==> src/rtl/cdb_arbiter_if.sv <==
// rtl/cdb_arbiter_if.sv - CDB arbiter bus bundle: requester inputs, grant and broadcast outputs
//
// Signals (NREQ requesters, SW = winner index width):
//   req_val      [NREQ]     requester i has a result ready
//   req_robtag   [NREQ*5]   ROB tag per requester
//   req_phy_addr [NREQ*6]   destination physical register per requester
//   req_data     [NREQ*32]  result data per requester
//   req_swaddr   [NREQ*32]  store word address per requester
//   req_gnt      [NREQ]     one-hot grant (combinational)
//   rob_rdptr    [6]        ROB head pointer
//   cdb_flush    [1]        branch misprediction flush
//   cfc_robtag   [5]        ROB tag of the mispredicted branch
//   cdb_val/robtag/phy_addr/data/swaddr/src   CDB broadcast
// Modports: master = requesters/ROB side, slave = arbiter.

interface cdb_arbiter_if #(
    parameter int NREQ = 4
);
    localparam int SW = (NREQ > 1) ? $clog2(NREQ) : 1;

    logic [NREQ-1:0]    req_val;
    logic [NREQ*5-1:0]  req_robtag;
    logic [NREQ*6-1:0]  req_phy_addr;
    logic [NREQ*32-1:0] req_data;
    logic [NREQ*32-1:0] req_swaddr;
    logic [NREQ-1:0]    req_gnt;
    logic [5:0]         rob_rdptr;
    logic               cdb_flush;
    logic [4:0]         cfc_robtag;
    logic               cdb_val;
    logic [4:0]         cdb_robtag;
    logic [5:0]         cdb_phy_addr;
    logic [31:0]        cdb_data;
    logic [31:0]        cdb_swaddr;
    logic [SW-1:0]      cdb_src;

    modport master (
        output req_val, req_robtag, req_phy_addr, req_data, req_swaddr,
        output rob_rdptr, cdb_flush, cfc_robtag,
        input  req_gnt,
        input  cdb_val, cdb_robtag, cdb_phy_addr, cdb_data, cdb_swaddr, cdb_src
    );

    modport slave (
        input  req_val, req_robtag, req_phy_addr, req_data, req_swaddr,
        input  rob_rdptr, cdb_flush, cfc_robtag,
        output req_gnt,
        output cdb_val, cdb_robtag, cdb_phy_addr, cdb_data, cdb_swaddr, cdb_src
    );
endinterface

==> src/rtl/cdb_arbiter.sv <==
// rtl/cdb_arbiter.sv - round-robin Common Data Bus arbiter with branch-flush squashing
//
// Ports:
//   clk    clock
//   rst_b  asynchronous active-low reset
//   bus    cdb_arbiter_if.slave (requests, ROB head, flush, grant, CDB broadcast)
// Build option:
//   CDB_OUT_REG_EN  defined   -> broadcast registered, one cycle after req_gnt
//                   undefined -> broadcast combinational, same cycle as req_gnt

module cdb_arbiter #(
    parameter int NREQ = 4
) (
    input  logic         clk,
    input  logic         rst_b,
    cdb_arbiter_if.slave bus
);
    localparam int SW = (NREQ > 1) ? $clog2(NREQ) : 1;

    // Position of a tag relative to the ROB head; larger means younger.
    function automatic logic [4:0] age(input logic [4:0] tag, input logic [4:0] head);
        return tag - head;
    endfunction

    // (a + b) mod NREQ for a, b < NREQ, computed one bit wider to hold the carry.
    function automatic logic [SW-1:0] add_mod(input logic [SW-1:0] a, input logic [SW-1:0] b);
        logic [SW:0] sum;
        sum = {1'b0, a} + {1'b0, b};
        if (sum >= (SW+1)'(NREQ)) sum = sum - (SW+1)'(NREQ);
        return sum[SW-1:0];
    endfunction

    logic [SW-1:0]     r_rr_ptr;
    logic [4:0]        w_head;
    logic [4:0]        w_br_age;
    logic [NREQ-1:0]   w_elig;
    logic [2*NREQ-1:0] w_rot_dbl;
    logic [NREQ-1:0]   w_rot;
    logic [SW-1:0]     w_off;
    logic              w_any;
    logic              w_fire;
    logic [SW-1:0]     w_win;
    logic [NREQ-1:0]   w_gnt;
    logic [4:0]        w_tag;
    logic [5:0]        w_phy;
    logic [31:0]       w_data;
    logic [31:0]       w_swaddr;
    logic              w_unused_rdptr_msb;

    // Only the low five bits of the head pointer take part in the age compare.
    assign w_unused_rdptr_msb = bus.rob_rdptr[5];

    assign w_head   = bus.rob_rdptr[4:0];
    assign w_br_age = age(bus.cfc_robtag, w_head);

    // The mispredicted branch itself has equal age and so stays eligible.
    always_comb begin
        w_elig = '0;
        for (int i = 0; i < NREQ; i++) begin
            w_elig[i] = bus.req_val[i] &&
                        !(bus.cdb_flush && (age(bus.req_robtag[5*i +: 5], w_head) > w_br_age));
        end
    end

    // Rotate eligibility so bit 0 is the requester at the pointer; the lowest
    // set bit is then the offset of the winner from the pointer.
    assign w_rot_dbl = {w_elig, w_elig} >> r_rr_ptr;
    assign w_rot     = w_rot_dbl[NREQ-1:0];

    always_comb begin
        w_off = '0;
        w_any = 1'b0;
        for (int o = NREQ - 1; o >= 0; o--) begin
            if (w_rot[o]) begin
                w_off = SW'(o);
                w_any = 1'b1;
            end
        end
    end

    // Grant is held off while reset is asserted even though it is combinational.
    assign w_fire = w_any && rst_b;
    assign w_win  = add_mod(r_rr_ptr, w_off);

    always_comb begin
        w_gnt = '0;
        for (int i = 0; i < NREQ; i++) begin
            w_gnt[i] = w_fire && (w_win == SW'(i));
        end
    end

    assign bus.req_gnt = w_gnt;

    // One-hot grant makes an OR-mux sufficient; all zero when nothing is granted.
    always_comb begin
        w_tag    = '0;
        w_phy    = '0;
        w_data   = '0;
        w_swaddr = '0;
        for (int i = 0; i < NREQ; i++) begin
            if (w_gnt[i]) begin
                w_tag    = w_tag    | bus.req_robtag[5*i +: 5];
                w_phy    = w_phy    | bus.req_phy_addr[6*i +: 6];
                w_data   = w_data   | bus.req_data[32*i +: 32];
                w_swaddr = w_swaddr | bus.req_swaddr[32*i +: 32];
            end
        end
    end

    always_ff @(posedge clk or negedge rst_b) begin
        if (!rst_b) begin
            r_rr_ptr <= '0;
        end else if (w_fire) begin
            r_rr_ptr <= add_mod(w_win, SW'(1 % NREQ));
        end
    end

`ifdef CDB_OUT_REG_EN
    logic          r_cdb_val;
    logic [4:0]    r_cdb_robtag;
    logic [5:0]    r_cdb_phy_addr;
    logic [31:0]   r_cdb_data;
    logic [31:0]   r_cdb_swaddr;
    logic [SW-1:0] r_cdb_src;

    // Valid follows the grant directly: a cycle with no grant clears it, which
    // also squashes an in-flight broadcast that a flush made stale. A flushed
    // younger request cannot win, so any replacement is always an eligible one.
    always_ff @(posedge clk or negedge rst_b) begin
        if (!rst_b) begin
            r_cdb_val      <= 1'b0;
            r_cdb_robtag   <= '0;
            r_cdb_phy_addr <= '0;
            r_cdb_data     <= '0;
            r_cdb_swaddr   <= '0;
            r_cdb_src      <= '0;
        end else begin
            r_cdb_val <= w_fire;
            if (w_fire) begin
                r_cdb_robtag   <= w_tag;
                r_cdb_phy_addr <= w_phy;
                r_cdb_data     <= w_data;
                r_cdb_swaddr   <= w_swaddr;
                r_cdb_src      <= w_win;
            end
        end
    end

    assign bus.cdb_val      = r_cdb_val;
    assign bus.cdb_robtag   = r_cdb_robtag;
    assign bus.cdb_phy_addr = r_cdb_phy_addr;
    assign bus.cdb_data     = r_cdb_data;
    assign bus.cdb_swaddr   = r_cdb_swaddr;
    assign bus.cdb_src      = r_cdb_src;
`else
    assign bus.cdb_val      = w_fire;
    assign bus.cdb_robtag   = w_tag;
    assign bus.cdb_phy_addr = w_phy;
    assign bus.cdb_data     = w_data;
    assign bus.cdb_swaddr   = w_swaddr;
    assign bus.cdb_src      = w_fire ? w_win : '0;
`endif

endmodule

==> src/flat_wrapper.sv <==
// flat-port wrapper written by rule: the top's interface ports become plain ports
module cdb_arbiter_flat 
#(
    parameter int NREQ = 4
)
  (clk, rst_b, bus_req_val, bus_req_robtag, bus_req_phy_addr, bus_req_data, bus_req_swaddr, bus_rob_rdptr, bus_cdb_flush, bus_cfc_robtag, bus_req_gnt, bus_cdb_val, bus_cdb_robtag, bus_cdb_phy_addr, bus_cdb_data, bus_cdb_swaddr, bus_cdb_src);
  cdb_arbiter_if #(.NREQ(NREQ)) bus_i ();
  input  logic clk;
  input  logic rst_b;
  input wire logic [$bits(bus_i.req_val)-1:0] bus_req_val;
  input wire logic [$bits(bus_i.req_robtag)-1:0] bus_req_robtag;
  input wire logic [$bits(bus_i.req_phy_addr)-1:0] bus_req_phy_addr;
  input wire logic [$bits(bus_i.req_data)-1:0] bus_req_data;
  input wire logic [$bits(bus_i.req_swaddr)-1:0] bus_req_swaddr;
  input wire logic [$bits(bus_i.rob_rdptr)-1:0] bus_rob_rdptr;
  input wire logic [$bits(bus_i.cdb_flush)-1:0] bus_cdb_flush;
  input wire logic [$bits(bus_i.cfc_robtag)-1:0] bus_cfc_robtag;
  output wire logic [$bits(bus_i.req_gnt)-1:0] bus_req_gnt;
  output wire logic [$bits(bus_i.cdb_val)-1:0] bus_cdb_val;
  output wire logic [$bits(bus_i.cdb_robtag)-1:0] bus_cdb_robtag;
  output wire logic [$bits(bus_i.cdb_phy_addr)-1:0] bus_cdb_phy_addr;
  output wire logic [$bits(bus_i.cdb_data)-1:0] bus_cdb_data;
  output wire logic [$bits(bus_i.cdb_swaddr)-1:0] bus_cdb_swaddr;
  output wire logic [$bits(bus_i.cdb_src)-1:0] bus_cdb_src;
  assign bus_i.req_val = bus_req_val;
  assign bus_i.req_robtag = bus_req_robtag;
  assign bus_i.req_phy_addr = bus_req_phy_addr;
  assign bus_i.req_data = bus_req_data;
  assign bus_i.req_swaddr = bus_req_swaddr;
  assign bus_i.rob_rdptr = bus_rob_rdptr;
  assign bus_i.cdb_flush = bus_cdb_flush;
  assign bus_i.cfc_robtag = bus_cfc_robtag;
  assign bus_req_gnt = bus_i.req_gnt;
  assign bus_cdb_val = bus_i.cdb_val;
  assign bus_cdb_robtag = bus_i.cdb_robtag;
  assign bus_cdb_phy_addr = bus_i.cdb_phy_addr;
  assign bus_cdb_data = bus_i.cdb_data;
  assign bus_cdb_swaddr = bus_i.cdb_swaddr;
  assign bus_cdb_src = bus_i.cdb_src;
  cdb_arbiter #(.NREQ(NREQ)) u_core (.clk(clk), .rst_b(rst_b), .bus(bus_i));
endmodule
==> config.mk <==
export PLATFORM = sky130hd
export DESIGN_NAME = cdb_arbiter_flat
export DESIGN_NICKNAME = d
export VERILOG_FILES = /design/src/rtl/cdb_arbiter_if.sv /design/src/rtl/cdb_arbiter.sv /design/src/flat_wrapper.sv
export SDC_FILE = /design/constraint.sdc
export NUM_CORES = 1
export LEC_CHECK = 0
export ABC_CLOCK_PERIOD_IN_PS = 8300
export BUFFER_PORTS_ARGS = -buffer_cell sky130_fd_sc_hd__buf_2
export CAP_MARGIN = 20
export CORE_AREA = 2 2 154 156
export DETAILED_ROUTE_END_ITERATION = 10
export DIE_AREA = 0 0 156 158
export GPL_TIMING_DRIVEN = 0
export PLACE_DENSITY = 0.44
export SETUP_SLACK_MARGIN = 0.1
export SKIP_LAST_GASP = 1
export SYNTH_ARGS = -nofsm -noshare
export SYNTH_HDL_FRONTEND = slang
export SYNTH_SLANG_ARGS = --single-unit
==> constraint.sdc <==
create_clock -name clk -period 8.3 [get_ports clk]
set_input_delay 1.66 -clock clk [delete_from_list [all_inputs] [get_ports clk]]
set_output_delay 1.66 -clock clk [all_outputs]
set_load 0.1 [all_outputs]
==> qor.json <==
{
  "clocking": {
    "cts_tree": "built",
    "cell_chosen_for_the_clock_root": "clkbuf_16",
    "clock_latency_at_the_later_pin_of_the_worst_skew_pair_ns": 0.22,
    "clock_tree.htree_level_count": 1,
    "clkTransAtPathRegs_ns": 0.03,
    "cts-root-to-sink-buffers": 2,
    "cts.sink_count": 2,
    "postCtsHoldBufs": 0,
    "numCtsBuffers": 3
  },
  "yosys": {
    "post_synth_main_area_contributors": "a22oi_1 (32%), ha_1 (13%), a21oi_1 (9.6%)",
    "ys_seq_elements": 2,
    "synth_top_cells_by_count": "a22oi_1 (150), a21oi_1 (68), ha_1 (37)",
    "synthesis.yosys.warnings": 0,
    "post_synth_instance_area_um2": 3550,
    "synth_fp_nets": 830,
    "synth-seq-area-share_pct": 1.41,
    "postSynthAreaPerCell_um2": 7.54,
    "async_flop_share_pct": 100,
    "synth_enable_flop_cells": 0,
    "ys_types": 60,
    "post-synth-top-count-cell": "a22oi_1",
    "primary_flip_flop_cell_chosen_by_synthesis_mapping": "dfrtp_1",
    "syn_inst": 470,
    "synthDominantCellAreaShare_pct": 31.8,
    "synthDominantAreaCellType": "a22oi_1"
  },
  "final_layout": {
    "synthToLayoutAreaGrowth_pct": 146,
    "drive_above_1_share_pct": 73.1,
    "nFillCells": 2390,
    "largestRegisters": "u_core.r_rr_ptr (2)",
    "largest_register_ff_count": 2,
    "final_cells": 1189,
    "register_bank_with_the_most_flops": "u_core.r_rr_ptr",
    "fin_nets": 1257
  },
  "worst_setup_path": {
    "timing.critical_path.arrival_ns": 6.36,
    "timing.critical_path.to_type": "output pin",
    "category_of_the_critical_setup_timing_path": "in -> out",
    "critical_path.n_buffers_inverters": 7,
    "slowest_cell_on_the_critical_path": "fa_2",
    "timing.critical_path.required_ns": 6.64,
    "largest_fanout_on_the_critical_path": 10,
    "critical_path.max_stage_delay_ns": 0.37,
    "critPathTopFamily": "adder cells",
    "worst_path_most_repeated_cell": "xnor2_4",
    "critPathLaunchType": "primary input"
  },
  "die": {
    "initial_core_util_pct": 15.4,
    "die_width_um": 156,
    "placementRows": 56,
    "placeable_core_region_um2": 23100,
    "die_height_um": 158,
    "die_area_um2": 24600,
    "io-pin-count": 400
  },
  "placed_design": {
    "finalWeightedCongestion": 0.788,
    "place_inst": 1156,
    "io_buffer_count": 396,
    "place_hpwl_mm": 19.1,
    "dp_slack_ns": -1.34
  },
  "min_path": {
    "timing.hold.worst.class": "reg -> reg"
  },
  "sta": {
    "timing.final.setup_violations": 0,
    "worst_slack_ns": 0.279,
    "drv_slew": 0,
    "timing.final.crit_period_ns": 8.02,
    "final_min_period_over_clock_period_pct": 96.6,
    "hold_viol_final": 0,
    "highest_attainable_clock_frequency_mhz": 125,
    "worst_slew_pin_slew_ns": 0.544,
    "rsz0062_at_grt": "yes",
    "max_slew_margin_pct": 63.7,
    "clock-skew-final_ns": 0.000564
  },
  "drt": {
    "firstDrtPassIters": 4,
    "mean_number_of_vias_per_cell": 4.71,
    "postRouteAntennaNets": 0,
    "count_of_routing_violations_after_the_opening_detailed_route_iteration": 260,
    "detail_route.drc_violations": 0,
    "vias": 5603,
    "route.final.wire_length_mm": 23.6,
    "avgRoutedWirePerCell_um": 19.9
  },
  "global_routing": {
    "gr-total-overflow": 0,
    "grt_max_degree": 11,
    "groute.usage.overall_pct": 17.0,
    "grt_pass1_wl_mm": 32.3,
    "number_of_global_route_vias_before_repair": 5586,
    "grt_antenna_before_repair": 5
  },
  "job": {
    "max-cap-violations": 0
  },
  "status": {
    "outcome": "complete, no violations"
  }
}
## path summary, 6_finish.rpt
path                            cells past startpoint               start            endpoint  slack (ns)
min in group asynchronous                           1               rst_b  u_core.r_rr_ptr[1]        1.23
worst max-delay path                               27   bus_cfc_robtag[0]   bus_cdb_robtag[2]        0.28
worst min-delay path                                3  u_core.r_rr_ptr[0]  u_core.r_rr_ptr[0]        0.67
max in group asynchronous                           1               rst_b  u_core.r_rr_ptr[0]        6.97
worst min register to register                      3  u_core.r_rr_ptr[0]  u_core.r_rr_ptr[0]        0.67
worst max register to register                      9  u_core.r_rr_ptr[0]  u_core.r_rr_ptr[1]        5.87
## worst min-delay path, cell delays in order, from the launching register on
cell      delay, ns
dfrtp_1        0.35
clkbuf_8       0.17
nand2_1        0.05
o21ai_1        0.06
## area by class of cell
type | count | area (um^2) | share of cell area (%)
inverter | 21 | 98.8 | 1.13
multi-input combinational | 402 | 4480 | 51.5
antenna | 4 | 10.0 | 0.115
timing repair buffer | 424 | 3100 | 35.5
sequential | 2 | 50.0 | 0.574
buffer | 43 | 538 | 6.17
clock buffer | 3 | 75.1 | 0.861
tap | 290 | 363 | 4.16
## cells by family (layout without fill, tap and decap cells)
kind of cell | Yosys count | in the layout | synth area share (%)
xor+xnor | 25 | 25 | 6.92
fa+ha+maj | 43 | 43 | 16.3
compound gates | 284 | 284 | 57.5
buf+inv | 66 | 491 | 8.86
flops | 2 | 2 | 1.41
other cells | 0 | 4 | 0
simple gates | 48 | 48 | 8.33
mux | 2 | 2 | 0.741
## layout by cell type (no fill, tap or decap), drive strengths merged, types with 3 or more instances in the layout
master / instances
buf: 445
a22oi: 150
a21oi: 89
ha: 37
clkbuf: 25
inv: 18
xnor2: 14
o21ai: 13
xor2: 11
a21o: 10
nor2: 9
nand2: 7
nor2b: 6
and2: 6
fa: 5
diode: 4
nand4: 4
nor3: 4
o21a: 3
and3b: 3
## routing by layer
metal	global-route usage (%)	up-vias	routed length, um
li1	-	2727	-
met1	20.9	2610	9380
met2	32.0	258	12600
met3	2.60	6	1530
met4	2.45	2	116
met5	0	-	13
## stage by stage
step / setup TNS, ns / hold slack (ns) / util [%] / instance area [um^2]
floorplan: 0 / 0.609 / - / 4330
global route: 0 / 0.720 / 37.8 / 8710
global placement: -78.72 / 0.633 / 28.9 / 6670
CTS: 0 / 0.660 / 34.1 / 7850
detailed placement: -77.14 / 0.639 / 28.9 / 6670
finish: 0 / 0.671 / 37.8 / 8710
## timing repair
action / CTS / global route
setup buffers: 14 / 10
pin swaps: 14 / 33
resized for setup: 281 / 178
endpoints found under the setup margin: 79 / 79
cloned: 1 / 3
Power is not shown: default switching activity piles up to over one toggle a cycle in this logic, so the estimate is an artifact.
